`src/rtl/half_life_pkg.sv`:
```
`default_nettype none
// ============================================================================
// Module      : half_life_pkg
// Description : Shared types and default parameters for the half-life decay
//               controller and its interval timer.
// Contents    : hl_state_t           controller state encoding
//               HL_DEFAULT_N         default counter width
//               HL_DEFAULT_HALF_LIFE default interval length in cycles
// Revision    : 1.0 - initial release
// ============================================================================
package half_life_pkg;

  localparam int HL_DEFAULT_N         = 4;
  localparam int HL_DEFAULT_HALF_LIFE = 16;

  typedef enum logic [2:0] {
    ST_IDLE  = 3'd0,
    ST_LOAD  = 3'd1,
    ST_WAIT  = 3'd2,
    ST_DECAY = 3'd3,
    ST_DONE  = 3'd4
  } hl_state_t;

endpackage : half_life_pkg
`default_nettype wire

```
`src/rtl/hl_interval_timer.sv`:
```
`default_nettype none
// ============================================================================
// Module      : hl_interval_timer
// Description : Loadable down-counter that measures one half-life interval.
//               Counts down to zero and holds there until reloaded.
// Ports       : clk     in  system clock
//               rst     in  synchronous active-high reset (timer -> 0)
//               reload  in  set timer to HALF_LIFE-1 on the next edge
//               expired out high while the timer value is 0
// Revision    : 1.0 - initial release
// ============================================================================
module hl_interval_timer
  import half_life_pkg::*;
#(
  parameter int HALF_LIFE = HL_DEFAULT_HALF_LIFE
) (
  input  logic clk,
  input  logic rst,
  input  logic reload,
  output logic expired
);

  localparam int            TW         = $clog2(HALF_LIFE);
  localparam logic [TW-1:0] RELOAD_VAL = TW'(HALF_LIFE - 1);

  logic [TW-1:0] count;

  always_ff @(posedge clk) begin
    if (rst) begin
      count <= '0;
    end else if (reload) begin
      count <= RELOAD_VAL;
    end else if (count != '0) begin
      count <= count - TW'(1);
    end
  end

  assign expired = (count == '0);

endmodule : hl_interval_timer
`default_nettype wire

```
`src/rtl/half_life_ctrl.sv`:
```
`default_nettype none
// ============================================================================
// Module      : half_life_ctrl
// Description : Command-side controller for an N-bit up/down/load counter.
//               Loads an initial value, then every HALF_LIFE cycles steps the
//               counter down until it holds half its previous value, until
//               the count reaches zero.
// Ports       : clk       in  system clock
//               rst       in  synchronous active-high reset
//               start     in  begin a decay run (sampled in IDLE only)
//               abort     in  cancel a run and clear the counter
//               init_val  in  value loaded into the counter at start
//               cnt       in  current (registered) counter value
//               cnt_clr   out counter clear command
//               cnt_down  out counter down command
//               cnt_load  out counter load command
//               cnt_up    out counter up command (always 0)
//               ld_val    out counter load value
//               busy      out high in LOAD, WAIT and DECAY
//               done      out one-cycle pulse at run completion
//               halvings  out completed halvings in current/last run
// Revision    : 1.0 - initial release
// ============================================================================
module half_life_ctrl
  import half_life_pkg::*;
#(
  parameter  int N         = HL_DEFAULT_N,
  parameter  int HALF_LIFE = HL_DEFAULT_HALF_LIFE,
  localparam int HW        = $clog2(N + 1)
) (
  input  logic          clk,
  input  logic          rst,
  input  logic          start,
  input  logic          abort,
  input  logic [N-1:0]  init_val,
  input  logic [N-1:0]  cnt,
  output logic          cnt_clr,
  output logic          cnt_down,
  output logic          cnt_load,
  output logic          cnt_up,
  output logic [N-1:0]  ld_val,
  output logic          busy,
  output logic          done,
  output logic [HW-1:0] halvings
);

  localparam logic [HW-1:0] HALV_MAX = HW'(N);

  hl_state_t    state;
  logic [N-1:0] target;
  logic         timer_reload;
  logic         timer_expired;
  logic         in_run;
  logic         halving_done;
  logic [N-1:0] cnt_pred;

  assign in_run = (state == ST_LOAD) || (state == ST_WAIT) || (state == ST_DECAY);

  // Halving completes on the first DECAY cycle where the live count is at
  // or below the target; using <= tolerates an externally lowered count.
  assign halving_done = (state == ST_DECAY) && (cnt <= target);

  // The timer starts a fresh interval on the edge that enters WAIT.
  assign timer_reload = !abort &&
                        ((state == ST_LOAD) || (halving_done && (target != '0)));

  // cnt_down is registered, so the count seen next cycle is the current one
  // minus the down currently being issued. Deciding the next pulse from this
  // prediction stops exactly at the target without overshoot.
  assign cnt_pred = cnt - N'(cnt_down);

  assign cnt_up = 1'b0;

  hl_interval_timer #(
    .HALF_LIFE (HALF_LIFE)
  ) u_timer (
    .clk     (clk),
    .rst     (rst),
    .reload  (timer_reload),
    .expired (timer_expired)
  );

  always_ff @(posedge clk) begin
    if (rst) begin
      state    <= ST_IDLE;
      target   <= '0;
      cnt_clr  <= 1'b0;
      cnt_down <= 1'b0;
      cnt_load <= 1'b0;
      ld_val   <= '0;
      busy     <= 1'b0;
      done     <= 1'b0;
      halvings <= '0;
    end else begin
      cnt_clr  <= 1'b0;
      cnt_load <= 1'b0;
      done     <= 1'b0;

      if (in_run && abort) begin
        // Abort wins over start and over any pending halving update.
        state    <= ST_IDLE;
        cnt_clr  <= 1'b1;
        cnt_down <= 1'b0;
        busy     <= 1'b0;
      end else begin
        case (state)
          ST_IDLE: begin
            cnt_down <= 1'b0;
            if (start) begin
              ld_val   <= init_val;
              halvings <= '0;
              cnt_load <= 1'b1;
              busy     <= 1'b1;
              state    <= ST_LOAD;
            end
          end

          ST_LOAD: begin
            state <= ST_WAIT;
          end

          ST_WAIT: begin
            if (timer_expired) begin
              if (cnt == '0) begin
                done  <= 1'b1;
                busy  <= 1'b0;
                state <= ST_DONE;
              end else begin
                // cnt is nonzero here, so it exceeds cnt>>1 and the first
                // down pulse is always required.
                target   <= cnt >> 1;
                cnt_down <= 1'b1;
                state    <= ST_DECAY;
              end
            end
          end

          ST_DECAY: begin
            if (halving_done) begin
              cnt_down <= 1'b0;
              if (halvings != HALV_MAX) begin
                halvings <= halvings + HW'(1);
              end
              if (target == '0) begin
                done  <= 1'b1;
                busy  <= 1'b0;
                state <= ST_DONE;
              end else begin
                state <= ST_WAIT;
              end
            end else begin
              cnt_down <= (cnt_pred > target);
            end
          end

          ST_DONE: begin
            state <= ST_IDLE;
          end

          default: begin
            cnt_down <= 1'b0;
            busy     <= 1'b0;
            state    <= ST_IDLE;
          end
        endcase
      end
    end
  end

endmodule : half_life_ctrl
`default_nettype wire

```
`config.mk`:
```
export PLATFORM = sky130hd
export DESIGN_NAME = half_life_ctrl
export DESIGN_NICKNAME = d
export VERILOG_FILES = /design/src/rtl/half_life_pkg.sv /design/src/rtl/hl_interval_timer.sv /design/src/rtl/half_life_ctrl.sv
export SDC_FILE = /design/constraint.sdc
export NUM_CORES = 1
export LEC_CHECK = 0
export CORE_UTILIZATION = 46
export CTS_CLUSTER_SIZE = 10
export DETAILED_ROUTE_END_ITERATION = 16
export GPL_TIMING_DRIVEN = 0
export MAX_ROUTING_LAYER = met4
export PLACE_DENSITY = 0.84
export SETUP_SLACK_MARGIN = 0.5
export SKIP_CTS_REPAIR_TIMING = 1
export SYNTH_ARGS = -nofsm -noshare
export SYNTH_HDL_FRONTEND = slang
export SYNTH_HIERARCHICAL = 1
export SYNTH_SLANG_ARGS = --single-unit
```
`constraint.sdc`:
```
create_clock -name clk -period 1.85 [get_ports clk]
set_input_delay 0.185 -clock clk [delete_from_list [all_inputs] [get_ports clk]]
set_output_delay 0.185 -clock clk [all_outputs]
set_load 0.1 [all_outputs]
```
# [After elaboration in Yosys (flattened, before gate mapping)]
# Index checks and enable logic that the tools add are counted.
[totals] register_bits=22 wordCells=85 output_inout_bits=13
[op_classes] mux=29 addsub=3 magnitude_cmp=2 reduce_logical=25 eq_ne=12 n_bitwise=4
[ops] operator="two-way mux 3 bit" n=8
[ops] operator="two-way mux 1 bit" n=14
[ops] operator="zero test 4 bit" n=3
[ops] operator="one-hot mux 3 bit (4 select lines)" n=1
[ops] operator="AND reduction 3 bit" n=3
[ops] operator="two-way mux 4 bit" n=2
[ops] operator="inequality test 2 bit (second input constant)" n=4
[ops] operator="nonzero test 4 bit" n=2
[ops] operator="== test 3 x 2 -> 1 bit (second input constant)" n=2
[ops] operator="inequality test 2 x 1 -> 1 bit (second input constant)" n=3
[ops] operator="one-hot mux 3 bit (2 select lines)" n=1
[ops] operator="AND reduction 6 bit" n=1
[ops] operator="AND reduction 5 bit" n=1
[ops] operator="greater-than comparator 4 x 3 -> 1 bit" n=1
[ops] operator="<= comparator 4 x 3 -> 1 bit" n=1
[ops] operator="logical AND 1 bit" n=4
[ops] operator="NOT 1 bit" n=4
[ops] operator="one-hot mux 1 bit (4 select lines)" n=1
[ops] operator="AND reduction 4 bit" n=1
[ops] operator="nonzero test 2 bit" n=2
[ops] operator="OR reduction 2 bit" n=2
[ops] operator="subtractor 4 x 1 -> 4 bit" n=1
[ops] operator="subtractor 4 x 1 -> 4 bit (second input constant)" n=1
[ops] operator="adder 3 x 1 -> 3 bit (second input constant)" n=1
[ops] operator="9 further kinds" n=11

# [Longest topological paths before layout]
# Gate-level depths: netlist of the first run.
[depth] depth_word=6 depth_mapped=10 ltp_nobuf=10

# [By module]
# Netlist of the first run, hierarchy kept.
[by_module_without_submodules] module="half_life_ctrl" n_inst=1 area_each_um2=1142.3 cells_per_inst=144
[by_module_without_submodules] module="hl_interval_timer" n_inst=1 area_each_um2=196.4 cells_per_inst=20

# [Worst setup path before layout of the first run]
# Ideal clock, no wire load.
[synth_path] kind="reg-to-reg" startpoint="register cnt_down" endpoint="register cnt_down" n_path_buf=0 synth_period_minus_slack_ps=2426 arrival_time_ps=2301 setup_ps=125 path_stages_with_launch=10 slack_ps=-576 cell_sequence="dfxtp_1 > ha_1 > ha_1 > inv_1 > ha_1 > nor2b_1 > o21ai_0 > a32oi_1 > o21ai_0 > a21oi_1"
[synth_via] elab_chain_cells=4
[synth_lines] element="from (decl)" line="half_life_ctrl.sv:38" text="output logic cnt_down,"
[synth_lines] element="from (signal assigned)" line="half_life_ctrl.sv:152" text="cnt_down <= (cnt_pred > target);"
[synth_lines] element="subtractor 4 x 1 -> 4 bit" line="half_life_ctrl.sv:70" text="assign cnt_pred = cnt - N'(cnt_down);"
[synth_lines] element="greater-than comparator 4 x 3 -> 1 bit" line="half_life_ctrl.sv:152"
[synth_lines] element="two-way mux 1 bit" line="half_life_ctrl.sv:139" text="if (halving_done) begin"
[synth_lines] element="one-hot mux 1 bit (3 select lines)" line="half_life_ctrl.sv:106" text="case (state)"
# Every way passes these cells.
# A chain may end at the register's enable or synchronous reset.

# [Final worst setup path of the first run]
[layout_path] startpoint="register target[1]" endpoint="register u_timer.count[1]"
[layout_via] elab_chain_cells=6 elab_cells_between_ends=8 cone_classes="1 x order compare; 1 x mux; 6 x reduce/logical"
[layout_lines] element="from (decl)" line="half_life_ctrl.sv:50" text="logic [N-1:0] target;"
[layout_lines] element="from (signal assigned)" line="half_life_ctrl.sv:131" text="target <= cnt >> 1;"
[layout_lines] element="<= comparator 4 x 3 -> 1 bit" line="half_life_ctrl.sv:61" text="assign halving_done = (state == ST_DECAY) && (cnt <= target);"
[layout_lines] element="logical AND 1 bit" line="half_life_ctrl.sv:61"
[layout_lines] element="logical AND 1 bit (*)" line="half_life_ctrl.sv:65" text="((state == ST_LOAD) || (halving_done && (target != '0)));"
[layout_lines] element="logical OR 1 bit (*)" line="half_life_ctrl.sv:65"
[layout_lines] element="logical AND 1 bit (*)" line="half_life_ctrl.sv:64" text="assign timer_reload = !abort &&"
[layout_lines] element="named net timer_reload" line="half_life_ctrl.sv:51" text="logic timer_reload;"
[layout_lines] element="two-way mux 4 bit or nonzero test 2 bit (tied branches)"
[layout_lines] element="to (signal assigned)" line="hl_interval_timer.sv:34" text="count <= count - TW'(1);"
[layout_lines] element="to (decl)" line="hl_interval_timer.sv:26" text="logic [TW-1:0] count;"
# Mark *: on every way through the listed nets, which the timed path passes. The rest lies on a longest branch.

==> results of run 1 <==
[where the power goes]
group          switching [mW]  internal [mW]  leakage [nW]  total [mW]
sequential             0.0850          0.557         0.186       0.642
combinational           0.660          0.546         0.635        1.21
clock                   0.163          0.120        0.0210       0.283
total                   0.908           1.22         0.841        2.13
[per-stage QoR]
| step | setup TNS [ns] | cells | setup slack (ns) |
|---|---|---|---|
| 3_3_place_gp | -3.34 | 218 | -0.326 |
| 3_5_place_dp | -4.03 | 218 | -0.442 |
| 2_1_floorplan | 0 | 164 | 0.0807 |
| 4_1_cts | -2.14 | 222 | -0.210 |
| 5_1_grt | -0.107 | 238 | -0.100 |
| 6_report | -0.0423 | 238 | -0.0423 |
[layer usage]
layer / vias to the layer above / wire length, microns
li1: 665 / -
met1: 657 / 1580
met2: 46 / 2060
met3: 9 / 197
met4: 0 / 72
met5: - / 0
[cells by family (layout without fill, tap and decap cells)]
group | Yosys count | in the layout | share of synthesized area, %
compound gates | 36 | 37 | 17.7
mux | 6 | 6 | 4.67
other cells | 1 | 1 | 0.280
buf+inv | 21 | 63 | 6.26
xor+xnor | 3 | 3 | 1.96
fa+ha+maj | 11 | 11 | 10.3
flops | 22 | 22 | 32.9
simple gates | 64 | 64 | 26.0
[flip-flops by register name, summed over array words and instances (netlist names)]
name and flops:
cnt_load 1, busy 1, ld_val 4, cnt_down 1, target 3, done 1, u_timer/count 4, state 3
halvings 3, cnt_clr 1
[worst max-delay path by stage]
stage	startpoint	to	slack, ns	depth (start not counted)
finish	target[1]	u_timer/count[1]	-0.04	9
global route	target[1]	u_timer/count[1]	-0.10	9
CTS	cnt_down	cnt_down	-0.21	1
detailed placement	start	halvings[2]	-0.44	6
global placement	cnt[1]	u_timer/count[1]	-0.33	9
floorplan	cnt_down	cnt_down	0.08	9
[cell usage after synthesis, types with 2 or more instances]
library cell	count	share of area [%]
a21oi_1	16	6.0
a31oi_1	3	1.4
and2_1	2	0.93
clkbuf_1	4	1.1
dfxtp_1	22	33
ha_1	11	10
inv_1	14	3.9
mux2_2	2	1.7
mux2i_1	4	3.0
nand2_1	18	5.0
nand3_1	3	1.1
nor2_1	13	3.6
nor2b_1	5	2.3
nor3_1	7	2.6
nor4_1	2	0.93
o21ai_0	5	1.9
o21ai_1	2	0.75
o31ai_1	2	1.1
or4_1	2	1.1
xnor2_1	2	1.3
[final cells by class]
type                    count  area [sq um]  area share (%)
plain buffers               7          35.0            1.75
clock buffers               4          36.3            1.81
inverters                  14          55.1            2.74
multi-input cells         122          1060            53.0
flip-flops and latches     22           465            23.2
well taps                  31          38.8            1.93
repair buffers             38           313            15.6
[worst max-delay path: cells and delay by family (launching register included)]
family	cells	cell delay [ns]
adders and majority gates	1	0.21
and+or+nand+nor	4	0.68
DFF	1	0.39
AOI/OAI and AO/OA	3	0.48
buffers and inverters	1	0.05
==> out/summary.txt, run 1 <==
Status - finished, violations left
Failing checks - negative setup slack
Largest net degree at the start of global routing - 13
Worst-path maximum fanout - 5
Post-DP HPWL - 2570 microns
Core area - 0.00276 sq mm
IO Port Bufs - 23
Synth warnings - 6
CTS clk-pin slew, worst paths - 0.14 ns
Htree depth - 1
Drt first pass iters - 4
Min-delay worst type - primary input to register
Asr flop ratio synth - 0%
Syn Nets - 187
Num rows - 19
M3 GR Usage - 2.56%
Met2 usage - 41.3%
Fillers - 217
Worst-Skew Late Latency - 0.32 ns
Skew final - 0.0106 ns
Worst relative slew slack - 63.7%
Max stage delay cell, worst path - dfxtp_2
Clk sinks - 22
Seq/Total Area, Yosys - 32.9%
Yosys reg bits - 22
Mapped Cells - 164
R2R Setup Slk - -0.04 ns
Crit-path cells - inv_4, ha_4, nor2b_4, nor4_4, a21oi_4, o21ai_1, and3b_2, nor3b_2, a311oi_1
Yosys cell types - 45
WL/cell - 16.4 microns
Final hold slack - 0.307 ns
CP startpoint kind - register
P&R area growth vs syn - 49.8%
Util after Layout - 72.7%
EDFF count, synth - 0
Syn_area_per_cell - 8.16 sq um
Reg2Reg Depth - 9
Vias per Instance - 5.79
PnR worst setup slack - -0.0423 ns
CP arrival - 2.13 ns
Hold depth - 3
LEAKAGE - 0.841 nW
RSZ-0062 raised after global routing - true
Total Wirelength - 3910 microns
Max Cap Viol - 0
Nets - 231
Gr usage total - 23.6%
DIE WIDTH - 56.0 microns
Min-Delay Startpoint - cnt[1]
Share of cells above drive strength 1 - 42.0%
Initial antenna violation count - 0
Most frequent cells in the layout - 17 x nand2_1, 13 x nor2_1, 13 x a21oi_1
Starting Density - 48.5%
Initial drt markers - 44
Final hold vios - 0
TritonCTS clock tree - yes
Mapped Area - 0.00134 sq mm
Antenna diode count - 0
Critical Path RT - 2.09 ns
Pwr Density - 1060 mW/mm^2
Number of global-route vias before repair - 1314
Setup Viol. Count Final - 1
Most used DFF post-synth - dfxtp_1
Root buffer cell - clkbuf_4
Critical Path Sink Type - register
Global-route wire length before repair - 5800 microns
Routability cong. - 0.815
Crit path kind - register to register
CTS buffer count - 3
Met1 Use GR - 28.3%
Post-route cell area - 0.00201 sq mm
R2R Path End - u_timer/count[1]
Hold Path End - target[0]
Vias - 1377
Commonest non-fill, non-tap cell in the layout - nand2_1
Slew Limit Fails - 0
Detail Route Antenna Nets - 0
Final min period - 1.89 ns
Crit path largest cell delay - 0.39 ns
I/O pins - 25
Area after DPL - 0.00175 sq mm
Peak VDD IR - 1.11 mV
Maximum clock path buffer count - 2
Worst r2r src - target[1]
Pwr Total - 2.13 mW
Tcrit/Tclk final - 102%
GRT busiest layer - met2
GRT Residual Overflow - 0
Worst Tran Pin Value - 0.546 ns
Fmax - 0.528 GHz
Die H - 56.0 microns
Die ar. - 0.00313 sq mm
# DRC - 0
Note: power is estimated with default switching activity, not from simulation.
==> inputs of run 2 (changes only) <==
SKIP_CTS_REPAIR_TIMING = default   (was 1)
SLEW_MARGIN = 25   (was default)
==> out/summary.txt, run 2 (synthesis results as in run 1) <==
Htree depth - 1 (unchanged)
Detail Route Antenna Nets - 0 (unchanged)
WL/cell - 15.8 microns (was 16.4 microns)
IO Port Bufs - 23 (unchanged)
Min-Delay Startpoint - cnt[1] (unchanged)
Routability cong. - 0.815 (unchanged)
Setup Viol. Count Final - 0 (was 1)
Psw - 0.904 mW (was 0.908 mW)
LEAKAGE - 0.837 nW (was 0.841 nW)
Hold Path End - target[0] (unchanged)
Util after Layout - 72.1% (was 72.7%)
CTS clk-pin slew, worst paths - 0.14 ns (about the same)
Slew Limit Fails - 0 (unchanged)
Root buffer cell - clkbuf_4 (unchanged)
Max Cap Viol - 0 (unchanged)
I/O pins - 25 (unchanged)
Tcrit/Tclk final - 95.7% (was 102%)
Peak VDD IR - 0.979 mV (was 1.11 mV)
Largest regs - ld_val: 4 flops, u_timer/count: 4 flops (unchanged)
Drt first pass iters - 4 (unchanged)
Global-route wire length before repair - 6270 microns (was 5800 microns)
Setup TNS - 0 ns (was -0.0423 ns)
CTS Hold Bufs - 0
Antenna diode count - 0 (unchanged)
Fillers - 218 (was 217)
Status - completed (was finished, violations left)
Most frequent cells in the layout - 17 x nand2_1, 15 x buf_4, 14 x buf_2 (was 17 x nand2_1, 13 x nor2_1, 13 x a21oi_1)
Critical Path RT - 2.08 ns (was 2.09 ns)
Cell-internal power - 1.21 mW (was 1.22 mW)
Final hold slack - 0.234 ns (was 0.307 ns)
Die H - 56.0 microns (unchanged)
Number of global-route vias before repair - 1393 (was 1314)
R2R Path End - u_timer/count[1] (unchanged)
Clk sinks - 22 (unchanged)
Final hold vios - 0 (unchanged)
Maximum clock path buffer count - 2 (unchanged)
Worst r2r src - target[1] (unchanged)
Vias - 1382 (was 1377)
Commonest non-fill, non-tap cell in the layout - nand2_1 (unchanged)
GRT Residual Overflow - 0 (unchanged)
Min-delay worst type - primary input to register (unchanged)
Largest net degree at the start of global routing - 13 (unchanged)
Worst-Skew Late Latency - 0.33 ns (was 0.32 ns)
DIE WIDTH - 56.0 microns (unchanged)
Die ar. - 0.00313 sq mm (unchanged)
Gr usage total - 25.8% (was 23.6%)
CP arrival - 2.00 ns (was 2.13 ns)
RSZ-0062 raised after global routing - true (unchanged)
Nets - 233 (was 231)
Initial drt markers - 48 (was 44)
Initial antenna violation count - 0 (unchanged)
Skew final - 0.0126 ns (was 0.0106 ns)
TritonCTS clock tree - yes (unchanged)
Logic pwr share - 56.9% (was 56.6%)
Reg2Reg Depth - 9 (unchanged)
Sequential power share - 29.6% (was 30.1%)
Worst-path maximum fanout - 4 (was 5)
Share of cells above drive strength 1 - 46.9% (was 42.0%)
R2R Setup Slk - 0.08 ns (was -0.04 ns)
Vias per Instance - 5.76 (was 5.79)
Fmax - 0.565 GHz (was 0.528 GHz)
Crit path kind - register to register (unchanged)
P&R area growth vs syn - 48.6% (was 49.8%)
Num rows - 19 (unchanged)
Final min period - 1.77 ns (was 1.89 ns)
Clock power share - 13.5% (was 13.3%)
CTS buffer count - 3 (unchanged)
Sw Share - 42.7% (was 42.6%)
Critical Path Sink Type - register (unchanged)
CP startpoint kind - register (unchanged)
Total Wirelength - 3790 microns (was 3910 microns)
Pwr Density - 1060 mW/mm^2 (about the same)
Core area - 0.00276 sq mm (unchanged)
Starting Density - 48.5% (unchanged)
Post-DP HPWL - 2570 microns (unchanged)
Hold depth - 3 (unchanged)
# DRC - 0 (unchanged)
run 2: cell count changes in the layout (fill, tap and decap cells not counted), sizes merged:
cell / change
a21oi: -1
clkbuf: -6
dlygate4sd2: +2
dlymetal6s2s: -4
buf: +11
run 2: metal layers:
| metal | GRT usage [%] | vias up | wire length [microns] |
|---|---|---|---|
| li1 | - | 668 | - |
| met1 | 29.0 | 648 | 1580 |
| met2 | 46.1 | 54 | 1980 |
| met3 | 3.02 | 12 | 156 |
| met4 | 10.8 | 0 | 79 |
| met5 | - | - | 0 |
run 2: what timing repair did:
item	in CTS	in global routing
setup buffers	13	5
endpoints found under the hold margin	0	0
endpoints found under the setup margin	34	23
pin swaps	12	14
gates resized for setup	91	19
run 2: stage by stage:
step	worst slack, ns	std cells	total power, mW	area [sq um]
floorplan	0.0807	164	1.34	1480
global placement	-0.326	218	1.50	1750
detailed placement	-0.442	218	1.55	1750
CTS	0.0885	235	2.01	1910
global route	0.00566	240	2.23	1990
finish	0.0794	240	2.12	1990
run 2: power groups by stage:
stage	sequential [mW]	combinational (mW)	clock [mW]
2_1_floorplan	0.793	0.550	0
3_3_place_gp	0.630	0.872	0
3_5_place_dp	0.636	0.917	0
4_1_cts	0.629	1.09	0.289
5_1_grt	0.638	1.29	0.301
6_report	0.627	1.21	0.285
run 2: layout make-up:
| class | instances | area, sq um | share of cell area (%) |
|---|---|---|---|
| multi-input combinational | 121 | 1050 | 52.6 |
| sequential | 22 | 467 | 23.5 |
| timing repair buffer | 41 | 308 | 15.5 |
| inverter | 14 | 57.6 | 2.89 |
| tap | 31 | 38.8 | 1.95 |
| clock buffer | 4 | 36.3 | 1.82 |
| buffer | 7 | 35.0 | 1.76 |
run 2: worst max-delay path: stages (launching register included):
cell and delay, ns:
dfxtp_2 0.38, inv_4 0.05, ha_4 0.26, nor2b_4 0.17, nor4_4 0.05, a21oi_4 0.19, o21ai_1 0.08, and3b_2 0.25
nor3b_2 0.18, a311oi_1 0.07
run 2: worst max-delay path by stage:
stage	slack [ns]	to	start
floorplan	0.08	cnt_down	cnt_down
global placement	-0.33	u_timer/count[1]	cnt[1]
detailed placement	-0.44	halvings[2]	start
CTS	0.09	cnt_down	cnt_down
global route	0.006	u_timer/count[1]	target[1]
finish	0.08	u_timer/count[1]	target[1]
==> inputs of run 3 (changes only) <==
REMOVE_ABC_BUFFERS = 1   (was default)
==> out/summary.txt, run 3 (synthesis results as in run 1) <==
Clk sinks - 22 (unchanged)
Min-delay worst type - primary input to register (unchanged)
Sw Share - 40.4% (was 42.7%)
Gr usage total - 26.8% (was 25.8%)
Detail Route Antenna Nets - 0 (unchanged)
Critical Path Sink Type - register (unchanged)
Vias - 1385 (was 1382)
RSZ-0062 raised after global routing - true (unchanged)
Maximum clock path buffer count - 2 (unchanged)
Skew final - 0.00111 ns (was 0.0126 ns)
WL/cell - 17.0 microns (was 15.8 microns)
R2R Setup Slk - 0.03 ns (was 0.08 ns)
Worst relative slew slack - 43.6%
Reg2Reg Depth - 9 (unchanged)
Num rows - 19 (unchanged)
Status - completed (unchanged)
# DRC - 0 (unchanged)
Slew Limit Fails - 0 (unchanged)
Worst Tran Pin Value - 0.843 ns
Total Wirelength - 4040 microns (was 3790 microns)
Setup TNS - 0 ns (unchanged)
P&R area growth vs syn - 45.0% (was 48.6%)
Die H - 56.0 microns (unchanged)
Largest net degree at the start of global routing - 24 (was 13)
Post-route cell area - 0.00194 sq mm (was 0.00199 sq mm)
Crit path largest cell delay - 0.36 ns (was 0.38 ns)
Htree depth - 1 (unchanged)
Core area - 0.00276 sq mm (unchanged)
Final min period - 1.82 ns (was 1.77 ns)
Die ar. - 0.00313 sq mm (unchanged)
Initial antenna violation count - 0 (unchanged)
CP startpoint kind - register (unchanged)
Share of cells above drive strength 1 - 41.1% (was 46.9%)
Commonest non-fill, non-tap cell in the layout - buf_4 (was nand2_1)
Antenna diode count - 0 (unchanged)
Vias per Instance - 5.82 (was 5.76)
Logic pwr share - 53.5% (was 56.9%)
Crit-path cells - inv_2, ha_4, nor2b_4, nor4_2, a21oi_2, buf_6, buf_4, a2111oi_4, o22ai_1 (was inv_4, ha_4, nor2b_4, nor4_4, a21oi_4, o21ai_1, and3b_2, nor3b_2, a311oi_1)
Clock power share - 17.4% (was 13.5%)
Sequential cell area - 462 sq um (was 467 sq um)
Max stage delay cell, worst path - dfxtp_2 (unchanged)
Fillers - 215 (was 218)
Area occupied by multi-input gates - 975 sq um (was 0.00105 sq mm)
Worst-Skew Late Latency - 0.32 ns (was 0.33 ns)
Sequential power share - 29.1% (was 29.6%)
Initial drt markers - 54 (was 48)
TritonCTS clock tree - yes (unchanged)
Worst-path maximum fanout - 4 (unchanged)
I/O pins - 25 (unchanged)
Largest regs - ld_val: 4 flops, u_timer/count: 4 flops (unchanged)
CP endpoint - busy (was u_timer/count[1])
Nets - 231 (was 233)
Fmax - 0.549 GHz (was 0.565 GHz)
Cell-internal power - 1.29 mW (was 1.21 mW)
CTS buffer count - 3 (unchanged)
Pwr Density - 1110 mW/mm^2 (was 1060 mW/mm^2)
Setup Viol. Count Final - 0 (unchanged)
Max Cap Viol - 0 (unchanged)
Number of global-route vias before repair - 1415 (was 1393)
CP arrival - 2.01 ns (was 2.00 ns)
Post-DP HPWL - 2370 microns (was 2570 microns)
DIE WIDTH - 56.0 microns (unchanged)
GRT Residual Overflow - 0 (unchanged)
Global-route wire length before repair - 6400 microns (was 6270 microns)
Critical Path RT - 2.04 ns (was 2.08 ns)
Crit path kind - register to register (unchanged)
Psw - 0.875 mW (was 0.904 mW)
Peak VDD IR - 0.899 mV (was 0.979 mV)
CTS Hold Bufs - 0 (unchanged)
Final hold vios - 0 (unchanged)
Routability cong. - 0.832 (was 0.815)
Area after DPL - 0.00158 sq mm (was 0.00175 sq mm)
Worst setup startpoint - target[1] (unchanged)
Root buffer cell - clkbuf_4 (unchanged)
CTS clk-pin slew, worst paths - 0.13 ns (was 0.14 ns)
Drt first pass iters - 4 (unchanged)
Most frequent cells in the layout - 20 x buf_4, 16 x nand2_1, 13 x nor2_1, 13 x a21oi_1, 11 x dfxtp_1 (was 17 x nand2_1, 15 x buf_4, 14 x buf_2)
IO Port Bufs - 23 (unchanged)
R2R Path End - busy (was u_timer/count[1])
Worst r2r src - target[1] (unchanged)
Tcrit/Tclk final - 98.4% (was 95.7%)
Starting Density - 48.5% (unchanged)
LEAKAGE - 0.833 nW (was 0.837 nW)
## run 3: area by class of cell
| type | count | area share (%) |
|---|---|---|
| clock buffers | 3 | 1.16 |
| clock inverters | 1 | 1.55 |
| inverters | 14 | 2.71 |
| multi-input cells | 121 | 50.2 |
| flip-flops and latches | 22 | 23.8 |
| well taps | 31 | 2.00 |
| repair buffers | 46 | 18.6 |
## run 3: worst max-delay path, delay by kind of cell, from the launching register on
| family | cells | cell delay [ns] |
|---|---|---|
| simple gates | 2 | 0.28 |
| compound gates | 3 | 0.50 |
| buf+inv | 3 | 0.33 |
| flops | 1 | 0.36 |
| fa+ha+maj | 1 | 0.21 |
## run 3: how the worst min path moves through the flow
stage	from	endpoint	slack (ns)	depth (start not counted)
6_report	cnt[3]	target[2]	0.28	3
5_1_grt	cnt[3]	target[2]	0.31	3
4_1_cts	init_val[2]	ld_val[2]	0.41	3
3_5_place_dp	ld_val[2]	ld_val[2]	0.45	2
3_3_place_gp	ld_val[3]	ld_val[3]	0.44	2
2_1_floorplan	rst	halvings[2]	0.25	1
## run 3: power groups by stage
stage / registers [mW] / clock network, mW / logic, mW
after floorplan: 0.804 / 0 / 0.461
after global placement: 0.644 / 0 / 0.770
after detailed placement: 0.651 / 0 / 0.818
after CTS: 0.629 / 0.377 / 1.06
after global routing: 0.640 / 0.393 / 1.24
final: 0.629 / 0.378 / 1.16
## run 3: layer usage
layer  share of wire (%)  wire [microns]  vias to the layer above  GRT usage, %
met1                  38            1540                      662          28.7
li1                    -               -                      658             -
met3                 4.6             184                       14          2.79
met2                  54            2180                       51          48.7
met4                 3.3             132                        0          13.6
met5                   0               0                        -             -
## run 3: timing repair
item / 4_1_cts / 5_1_grt
setup endpoints to repair: 32 / 21
setup buffers: 16 / 7
gates resized for setup: 110 / 12
pin swaps: 15 / 8
## run 3: metrics by stage
step / worst slack [ns] / utilization (%) / power, mW / cells / hold slack, ns
4_1_cts: -0.0324 / 67.2 / 2.07 / 231 / 0.411
5_1_grt: -0.0207 / 70.4 / 2.27 / 238 / 0.310
2_1_floorplan: -0.576 / - / 1.26 / 157 / 0.254
3_3_place_gp: -0.808 / 57.2 / 1.41 / 211 / 0.441
3_5_place_dp: -0.896 / 57.2 / 1.47 / 211 / 0.455
6_report: 0.0288 / 70.4 / 2.16 / 238 / 0.282
